[src/rtl/if_stage_if.sv]
// Bundles the fetch-stage signals: the instruction ROM bus, the control
// inputs from later pipeline stages, and the IF/ID and EPC outputs.
// The stage itself uses the master modport; the surrounding core (or a
// testbench) uses the slave modport.
interface if_stage_if;
  // instruction ROM bus
  logic [31:0] rom_addr;
  logic [31:0] rom_data;

  // pipeline control from hazard unit, decode and execute
  logic        stall;
  logic        flush;
  logic        redirect_valid;
  logic [31:0] redirect_pc;
  logic        irq;
  logic        exc;

  // fetch state, IF/ID register and exception return address
  logic [31:0] pc;
  logic [31:0] ifid_instr;
  logic [31:0] ifid_pc_plus4;
  logic        ifid_valid;
  logic [31:0] epc;
  logic        epc_we;

  modport master (
    output rom_addr, pc, ifid_instr, ifid_pc_plus4, ifid_valid, epc, epc_we,
    input  rom_data, stall, flush, redirect_valid, redirect_pc, irq, exc
  );

  modport slave (
    input  rom_addr, pc, ifid_instr, ifid_pc_plus4, ifid_valid, epc, epc_we,
    output rom_data, stall, flush, redirect_valid, redirect_pc, irq, exc
  );
endinterface

[src/rtl/if_stage.sv]
// Instruction-fetch stage of the 32-bit MIPS core.
// Owns the PC, addresses the combinational instruction ROM, and latches the
// returned word into IF/ID. It also takes the interrupt and exception vectors
// and reports the return address that the register file writes to $k0.
// PC[31] is the kernel-mode bit: sequential fetch preserves it, and a
// redirect loads the PC verbatim, so a jr $k0 can drop back to user mode.
module if_stage #(
  parameter logic [31:0] RESET_PC = 32'h8000_0000,
  parameter logic [31:0] IRQ_VEC  = 32'h8000_0004,
  parameter logic [31:0] EXC_VEC  = 32'h8000_0008
) (
  input  logic        clk,
  input  logic        reset,
  if_stage_if.master  bus
);

  // Which single update wins this edge (reset is handled in the flop block).
  typedef enum logic [2:0] {
    ACT_EXC,
    ACT_IRQ,
    ACT_REDIRECT,
    ACT_STALL,
    ACT_FETCH
  } action_e;

  logic [31:0] pc_q,            pc_d;
  logic [31:0] ifid_instr_q,    ifid_instr_d;
  logic [31:0] ifid_pc_plus4_q, ifid_pc_plus4_d;
  logic        ifid_valid_q,    ifid_valid_d;
  logic [31:0] epc_q,           epc_d;
  logic        epc_we_q,        epc_we_d;

  logic [31:0] pc_seq;
  logic        irq_take;
  action_e     action;

  // Sequential successor keeps the kernel bit; the low 31 bits wrap.
  assign pc_seq = {pc_q[31], pc_q[30:0] + 31'd4};

  // Interrupts are masked in kernel mode and deferred while the pipe is
  // stalled; irq is a level, so it is simply still pending afterwards.
  assign irq_take = bus.irq & ~pc_q[31] & ~bus.stall;

  // Pick the highest-priority event for this edge.
  always_comb begin
    action = ACT_FETCH;
    if (bus.exc) begin
      action = ACT_EXC;
    end else if (irq_take) begin
      action = ACT_IRQ;
    end else if (bus.redirect_valid) begin
      action = ACT_REDIRECT;
    end else if (bus.stall) begin
      action = ACT_STALL;
    end
  end

  // Next-state for PC, IF/ID and EPC according to the chosen event.
  always_comb begin
    pc_d            = pc_q;
    ifid_instr_d    = ifid_instr_q;
    ifid_pc_plus4_d = ifid_pc_plus4_q;
    ifid_valid_d    = ifid_valid_q;
    epc_d           = epc_q;
    epc_we_d        = 1'b0;

    unique case (action)
      ACT_EXC: begin
        // Return to the instruction after the faulting one in decode.
        pc_d         = EXC_VEC;
        epc_d        = ifid_pc_plus4_q;
        epc_we_d     = 1'b1;
        ifid_instr_d = 32'd0;
        ifid_valid_d = 1'b0;
      end
      ACT_IRQ: begin
        // The squashed fetch (or a redirect that lost to the interrupt) is
        // where the handler's jr $k0 resumes, so nothing is dropped.
        pc_d         = IRQ_VEC;
        epc_d        = bus.redirect_valid ? bus.redirect_pc : pc_q;
        epc_we_d     = 1'b1;
        ifid_instr_d = 32'd0;
        ifid_valid_d = 1'b0;
      end
      ACT_REDIRECT: begin
        // Loaded verbatim: low address bits pass through untouched.
        pc_d         = bus.redirect_pc;
        ifid_instr_d = 32'd0;
        ifid_valid_d = 1'b0;
      end
      ACT_STALL: begin
        // PC and IF/ID hold; a flush still squashes the held instruction.
        if (bus.flush) begin
          ifid_instr_d = 32'd0;
          ifid_valid_d = 1'b0;
        end
      end
      default: begin
        pc_d = pc_seq;
        if (bus.flush) begin
          ifid_instr_d = 32'd0;
          ifid_valid_d = 1'b0;
        end else begin
          ifid_instr_d    = bus.rom_data;
          ifid_pc_plus4_d = pc_seq;
          ifid_valid_d    = 1'b1;
        end
      end
    endcase
  end

  // State registers; synchronous reset overrides every other input.
  always_ff @(posedge clk) begin
    if (reset) begin
      pc_q            <= RESET_PC;
      ifid_instr_q    <= 32'd0;
      ifid_pc_plus4_q <= 32'd0;
      ifid_valid_q    <= 1'b0;
      epc_q           <= 32'd0;
      epc_we_q        <= 1'b0;
    end else begin
      pc_q            <= pc_d;
      ifid_instr_q    <= ifid_instr_d;
      ifid_pc_plus4_q <= ifid_pc_plus4_d;
      ifid_valid_q    <= ifid_valid_d;
      epc_q           <= epc_d;
      epc_we_q        <= epc_we_d;
    end
  end

  assign bus.rom_addr      = pc_q;
  assign bus.pc            = pc_q;
  assign bus.ifid_instr    = ifid_instr_q;
  assign bus.ifid_pc_plus4 = ifid_pc_plus4_q;
  assign bus.ifid_valid    = ifid_valid_q;
  assign bus.epc           = epc_q;
  assign bus.epc_we        = epc_we_q;

endmodule

[src/flat_wrapper.sv]
// flat-port wrapper written by rule: the top's interface ports become plain ports
module if_stage_flat 
#(
  parameter logic [31:0] RESET_PC = 32'h8000_0000,
  parameter logic [31:0] IRQ_VEC  = 32'h8000_0004,
  parameter logic [31:0] EXC_VEC  = 32'h8000_0008
)
  (clk, reset, bus_rom_addr, bus_pc, bus_ifid_instr, bus_ifid_pc_plus4, bus_ifid_valid, bus_epc, bus_epc_we, bus_rom_data, bus_stall, bus_flush, bus_redirect_valid, bus_redirect_pc, bus_irq, bus_exc);
  if_stage_if bus_i ();
  input  logic clk;
  input  logic reset;
  output wire logic [$bits(bus_i.rom_addr)-1:0] bus_rom_addr;
  output wire logic [$bits(bus_i.pc)-1:0] bus_pc;
  output wire logic [$bits(bus_i.ifid_instr)-1:0] bus_ifid_instr;
  output wire logic [$bits(bus_i.ifid_pc_plus4)-1:0] bus_ifid_pc_plus4;
  output wire logic [$bits(bus_i.ifid_valid)-1:0] bus_ifid_valid;
  output wire logic [$bits(bus_i.epc)-1:0] bus_epc;
  output wire logic [$bits(bus_i.epc_we)-1:0] bus_epc_we;
  input wire logic [$bits(bus_i.rom_data)-1:0] bus_rom_data;
  input wire logic [$bits(bus_i.stall)-1:0] bus_stall;
  input wire logic [$bits(bus_i.flush)-1:0] bus_flush;
  input wire logic [$bits(bus_i.redirect_valid)-1:0] bus_redirect_valid;
  input wire logic [$bits(bus_i.redirect_pc)-1:0] bus_redirect_pc;
  input wire logic [$bits(bus_i.irq)-1:0] bus_irq;
  input wire logic [$bits(bus_i.exc)-1:0] bus_exc;
  assign bus_rom_addr = bus_i.rom_addr;
  assign bus_pc = bus_i.pc;
  assign bus_ifid_instr = bus_i.ifid_instr;
  assign bus_ifid_pc_plus4 = bus_i.ifid_pc_plus4;
  assign bus_ifid_valid = bus_i.ifid_valid;
  assign bus_epc = bus_i.epc;
  assign bus_epc_we = bus_i.epc_we;
  assign bus_i.rom_data = bus_rom_data;
  assign bus_i.stall = bus_stall;
  assign bus_i.flush = bus_flush;
  assign bus_i.redirect_valid = bus_redirect_valid;
  assign bus_i.redirect_pc = bus_redirect_pc;
  assign bus_i.irq = bus_irq;
  assign bus_i.exc = bus_exc;
  if_stage #(.RESET_PC(RESET_PC), .IRQ_VEC(IRQ_VEC), .EXC_VEC(EXC_VEC)) u_core (.clk(clk), .reset(reset), .bus(bus_i));
endmodule
[config.mk]
export PLATFORM = sky130hd
export DESIGN_NAME = if_stage_flat
export DESIGN_NICKNAME = d
export VERILOG_FILES = /design/src/rtl/if_stage_if.sv /design/src/rtl/if_stage.sv /design/src/flat_wrapper.sv
export SDC_FILE = /design/constraint.sdc
export NUM_CORES = 1
export LEC_CHECK = 0
export BUFFER_PORTS_ARGS = -buffer_cell sky130_fd_sc_hd__buf_2
export CAP_MARGIN = 20
export CORE_MARGIN = 8
export CORE_UTILIZATION = 45
export DETAILED_ROUTE_END_ITERATION = 7
export GPL_ROUTABILITY_DRIVEN = 0
export PLACE_DENSITY = 0.77
export SKIP_LAST_GASP = 1
export SYNTH_ARGS = -nofsm -noshare
export SYNTH_HDL_FRONTEND = slang
export SYNTH_SLANG_ARGS = --single-unit
[constraint.sdc]
create_clock -name clk -period 2.3 [get_ports clk]
set_clock_uncertainty 0.2 [all_clocks]
set_input_delay 0.46 -clock clk [delete_from_list [all_inputs] [get_ports clk]]
set_output_delay 0.46 -clock clk [all_outputs]
set_load 0.01 [all_outputs]
# Yosys cells after proc, flatten, opt, wreduce, memory -nomap -nowiden
# Index checks and enable logic that the tools add are counted.
[word_totals]
out_inout_bits = 162
regBits = 130
inputBits = 71
elab_cells = 41
[classes]
reduce_logical = 8
bitwise_logic = 7
addsub = 1
eq_ne = 4
n_mux = 14
[ops]
columns = ["cell", "n"]
rows = [
  ["$pmux W32 S2", 2],
  ["$pmux W32 S4", 1],
  ["$mux W32", 3],
  ["$add A31 B3 Y31 const B", 1],
  ["$mux W3", 4],
  ["$eq A3 B2 Y1 const B", 2],
  ["$not A1 Y1", 5],
  ["$reduce_and A2 Y1", 2],
  ["$reduce_or A4 Y1", 1],
  ["$eq A3 B1 Y1 const B", 1],
  ["$logic_not A3 Y1", 1],
  ["$mux W1", 3],
  ["$reduce_bool A3 Y1", 1],
  ["$reduce_or A3 Y1", 1],
  ["$and A1 B1 Y1", 2],
  ["$ne A2 B2 Y1 const B", 1],
  ["$pmux W1 S2", 1],
  ["$reduce_bool A2 Y1", 1],
  ["$reduce_or A2 Y1", 1],
]

# Depth between registers and ports, before layout
[logic_depth]
depth_word = 9
ltp_mapped = 7
depth_no_buf = 6

# Least setup slack after synthesis
# OpenSTA, ideal clock, no wires.
[synth_path]
path_type = "register -> register"
from = "reg u_core.pc_q[2] (netlist: u_core.bus.pc[2])"
to = "reg u_core.pc_q[30] (netlist: u_core.bus.pc[30])"
period_less_slack_ns = 2.335
path_stages_with_launch = 7
arrival_ns = 2.061
setup_ns = 0.074
slack_ns = -0.035
t_required_ns = 2.026
cell_sequence = "dfxtp_1 > ha_1 > nand4_1 > nor3_1 > nand4_1 > or4b_1 > a31oi_1"
[synth_between]
elab_chain_len = 2
[synth_lines]
columns = ["element", "line", "text"]
rows = [
  ["start: declaration", "if_stage.sv:26", "logic [31:0] pc_q, pc_d;"],
  ["start signal: assignment", "if_stage.sv:122", "pc_q <= pc_d;"],
  ["$add A31 B3 Y31", "if_stage.sv:38", "assign pc_seq = {pc_q[31], pc_q[30:0] + 31'd4};"],
  ["$pmux W32 S4", "if_stage.sv:67", "unique case (action)"],
]
# No other way between the ends.
# A chain may end at the register's enable or synchronous reset.

# Final worst setup path
[layout_path]
from = "reg u_core.pc_q[10] (netlist: u_core.bus.pc[10])"
to = "reg u_core.ifid_pc_plus4_q[27] (netlist: u_core.bus.ifid_pc_plus4[27])"
[layout_between]
elab_chain_len = 1
[layout_lines]
columns = ["element", "line", "text"]
rows = [
  ["$add A31 B3 Y31", "if_stage.sv:38", ""],
  ["end signal: assignment", "if_stage.sv:124", "ifid_pc_plus4_q <= ifid_pc_plus4_d;"],
  ["end: declaration", "if_stage.sv:28", "logic [31:0] ifid_pc_plus4_q, ifid_pc_plus4_d;"],
]
# No other way between the ends.

==> summary.txt <==
outcome = completed
Register Area = 0.002605 mm^2
Final Hold Vio Count = 0
Mapped Nets = 802
Ys Warns = 0
Longest Clk Path Bufs = 2
I/O pin count = 233
Synth Flop Type = dfxtp_1
largest net degree at the start of global routing = 63
R2R setup slack = 0.11 ns
final period utilization = 95.41%
first-pass GRT wire length = 34,080 um
routed wire length = 21,830 um
crit-path max FO = 5
slew margin rel. = 55.48%
Static Leak = 3.754 nW
CP Class = flop to flop
DRT Pass-1 Iters = 5
Starting DRT DRC Count = 758
FMAX = 0.4557 GHz
CP required = 2.41 ns
Final Setup Violations = 0
Worst-path clk slew = 0.06 ns
# nets final = 1,026
Synth Instances = 730
most frequent cells after synthesis = dfxtp_1, nor2_1, o21ai_0
Critical path destination = u_core.bus.ifid_pc_plus4[27]$_SDFFE_PP0P_
final instance area = 0.008352 mm^2
setup ws final = 0.1055 ns
Post-synth EDFFs = 0
Port Buffer Count = 232
origin of the critical flop-to-flop path = u_core.bus.pc[10]$_SDFFE_PP0P_
Final HPWL DP = 15,970 um
synth unique cells = 64
total placed cells including tap cells = 1,113
Die Ht = 134.6 um
Max Cap Viol = 0
dominant cell type by area after synthesis = dfxtp_1
hold_buf cts = 0
filler instances = 1,189
initial core utilization = 45.79%
Die Width = 134.6 um
Antenna Nets Post-Route = 0
Vias/cell = 5.803
Final min period = 2.195 ns
HP Class = input pin to flop
initial antenna violation count = 1
Post-Layout Cell Count = 1,148
Multi-input gate area = 0.003082 mm^2
clk root buf = clkbuf_16
Power, Total = 5.916 mW
Area contributors post-synth = dfxtp_1, nor2_1, a222oi_1, a22oi_1, buf_4
layout cells sized above 1 = 39.19%
TritonCTS clock tree = built
Worst Max-Slew Pin Slew = 0.6677 ns
Core Box Area = 0.01383 mm^2
clk_lat worst skew = 0.43 ns
worst vdd ir = 0.4466 mV
Synth Area per Inst = 8.673 um^2
Pwr Density = 708.3 mW/mm^2
H-tree levels = 4
critical path capture point type = flop
count leader, synth = dfxtp_1
Setup Slack @ Placement = -0.01675 ns
RSZ-0062 raised after global routing = no
Vias = 6,662
fin util = 60.40%
Routed WL per cell = 19.02 um
Synth top area share = 41.11%
Yosys reg bits = 130
Site Rows = 43
Fin Hold WS = 0.07741 ns
vias in the first global route = 6,266
aggregate global routing overflow = 0
CTS Buf Count = 17
Die ar. = 0.01812 mm^2
DRC = 0
data arrival time of the worst path = 2.31 ns
type of origin of the critical path = flop
Worst Setup SP = u_core.bus.pc[10]$_SDFFE_PP0P_
Worst R2R Path Depth = 5
Clock Sinks = 130
Final TNS setup = 0 ns
max-slew violation total from the final report = 0
area grow syn2layout = 31.92%
Seq/Total Area, Yosys = 41.11%
GRT Total Usage = 23.38%
mapped cell area = 0.006331 mm^2
Crit Reg-Reg Endpoint = u_core.bus.ifid_pc_plus4[27]$_SDFFE_PP0P_
Placed Instance Area = 0.007677 mm^2
Async S/R FF share, synth = 0%
placed cells by master, fill, tap and decap left out, types with 12 or more instances in the layout:
| cell type | netlist | routed |
|---|---|---|
| a211oi_1 | 12 | 12 |
| xnor2_1 | 18 | 18 |
| clkbuf_16 | 0 | 17 |
| mux2_2 | 17 | 17 |
| buf_4 | 37 | 70 |
| inv_1 | 15 | 15 |
| nand3_1 | 22 | 22 |
| buf_2 | 6 | 231 |
| nand2_1 | 40 | 40 |
| o21ai_0 | 46 | 46 |
| a222oi_1 | 30 | 30 |
| a22oi_1 | 37 | 37 |
| a21oi_1 | 33 | 33 |
| nor2_1 | 106 | 105 |
| dfxtp_1 | 130 | 128 |
worst max-delay path: stages (launching register included):
cell and delay [ns]:
dfxtp_1 0.40, nand4_4 0.14, or4_4 0.58, or4_4 0.53
xnor2_1 0.16, a21oi_1 0.08
logic make-up after synthesis:
logic type | count (synthesis) | share of synthesized area, %
AND/OR/NAND/NOR | 238 | 18.56
AO/OA/AOI/OAI | 199 | 22.11
flip-flops | 130 | 41.11
buffers and inverters | 116 | 10.91
XOR/XNOR | 25 | 3.458
multiplexers | 21 | 3.656
adder cells (fa/ha/maj) | 1 | 0.1976
per-layer routing:
| layer | track usage [%] | vias up | wire (um) | part of all wire [%] |
|---|---|---|---|---|
| li1 | - | 3096 | - | - |
| met1 | 28.02 | 3175 | 8731 | 40 |
| met2 | 38.21 | 357 | 10380 | 48 |
| met3 | 7.875 | 34 | 2347 | 11 |
| met4 | 8.235 | 0 | 378 | 1.7 |
| met5 | 0 | - | 0 | 0 |
how the worst min path moves through the flow:
stage                                        from                                        to  slack (ns)  cells past startpoint
2_1_floorplan       u_core.bus.pc[0]$_SDFFE_PP0P_  u_core.bus.ifid_pc_plus4[0]$_SDFFE_PP0P_        0.26                      2
3_3_place_gp   u_core.bus.ifid_valid$_SDFFE_PP0P_        u_core.bus.ifid_valid$_SDFFE_PP0P_        0.24                      2
3_5_place_dp   u_core.bus.ifid_valid$_SDFFE_PP0P_        u_core.bus.ifid_valid$_SDFFE_PP0P_        0.25                      2
4_1_cts                          bus_rom_data[20]    u_core.bus.ifid_instr[20]$_SDFFE_PP0P_        0.07                      3
5_1_grt                          bus_rom_data[10]    u_core.bus.ifid_instr[10]$_SDFFE_PP0P_        0.09                      3
6_report                          bus_rom_data[9]     u_core.bus.ifid_instr[9]$_SDFFE_PP0P_        0.08                      3
report_power, final:
group          switching [mW]  internal (mW)  leakage (nW)
Sequential             0.0416           2.31          1.05
Combinational           0.373          0.264          2.41
Clock                    1.10           1.83         0.294
Total                    1.51           4.40          3.75
repair_timing:
| action | 4_1_cts | 5_1_grt |
|---|---|---|
| gates resized for setup | 0 | 6 |
| setup buffers | 0 | 2 |
| setup endpoints to repair | 0 | 8 |
final cells by class:
type,count,share of cell area [%]
multi-input combinational,484,36.90
sequential,130,31.19
timing repair buffer,304,20.85
clock buffer,18,5.139
tap,180,2.697
clock inverter,14,2.427
inverter,17,0.7640
antenna,1,0.02996
registers in the layout, summed over array words and instances (netlist names):
name,flops
u_core.bus.epc,32
u_core.bus.epc_we,1
u_core.bus.ifid_instr,32
u_core.bus.ifid_pc_plus4,32
u_core.bus.ifid_valid,1
u_core.bus.pc,32
Note: power is estimated with default switching activity, not from simulation.
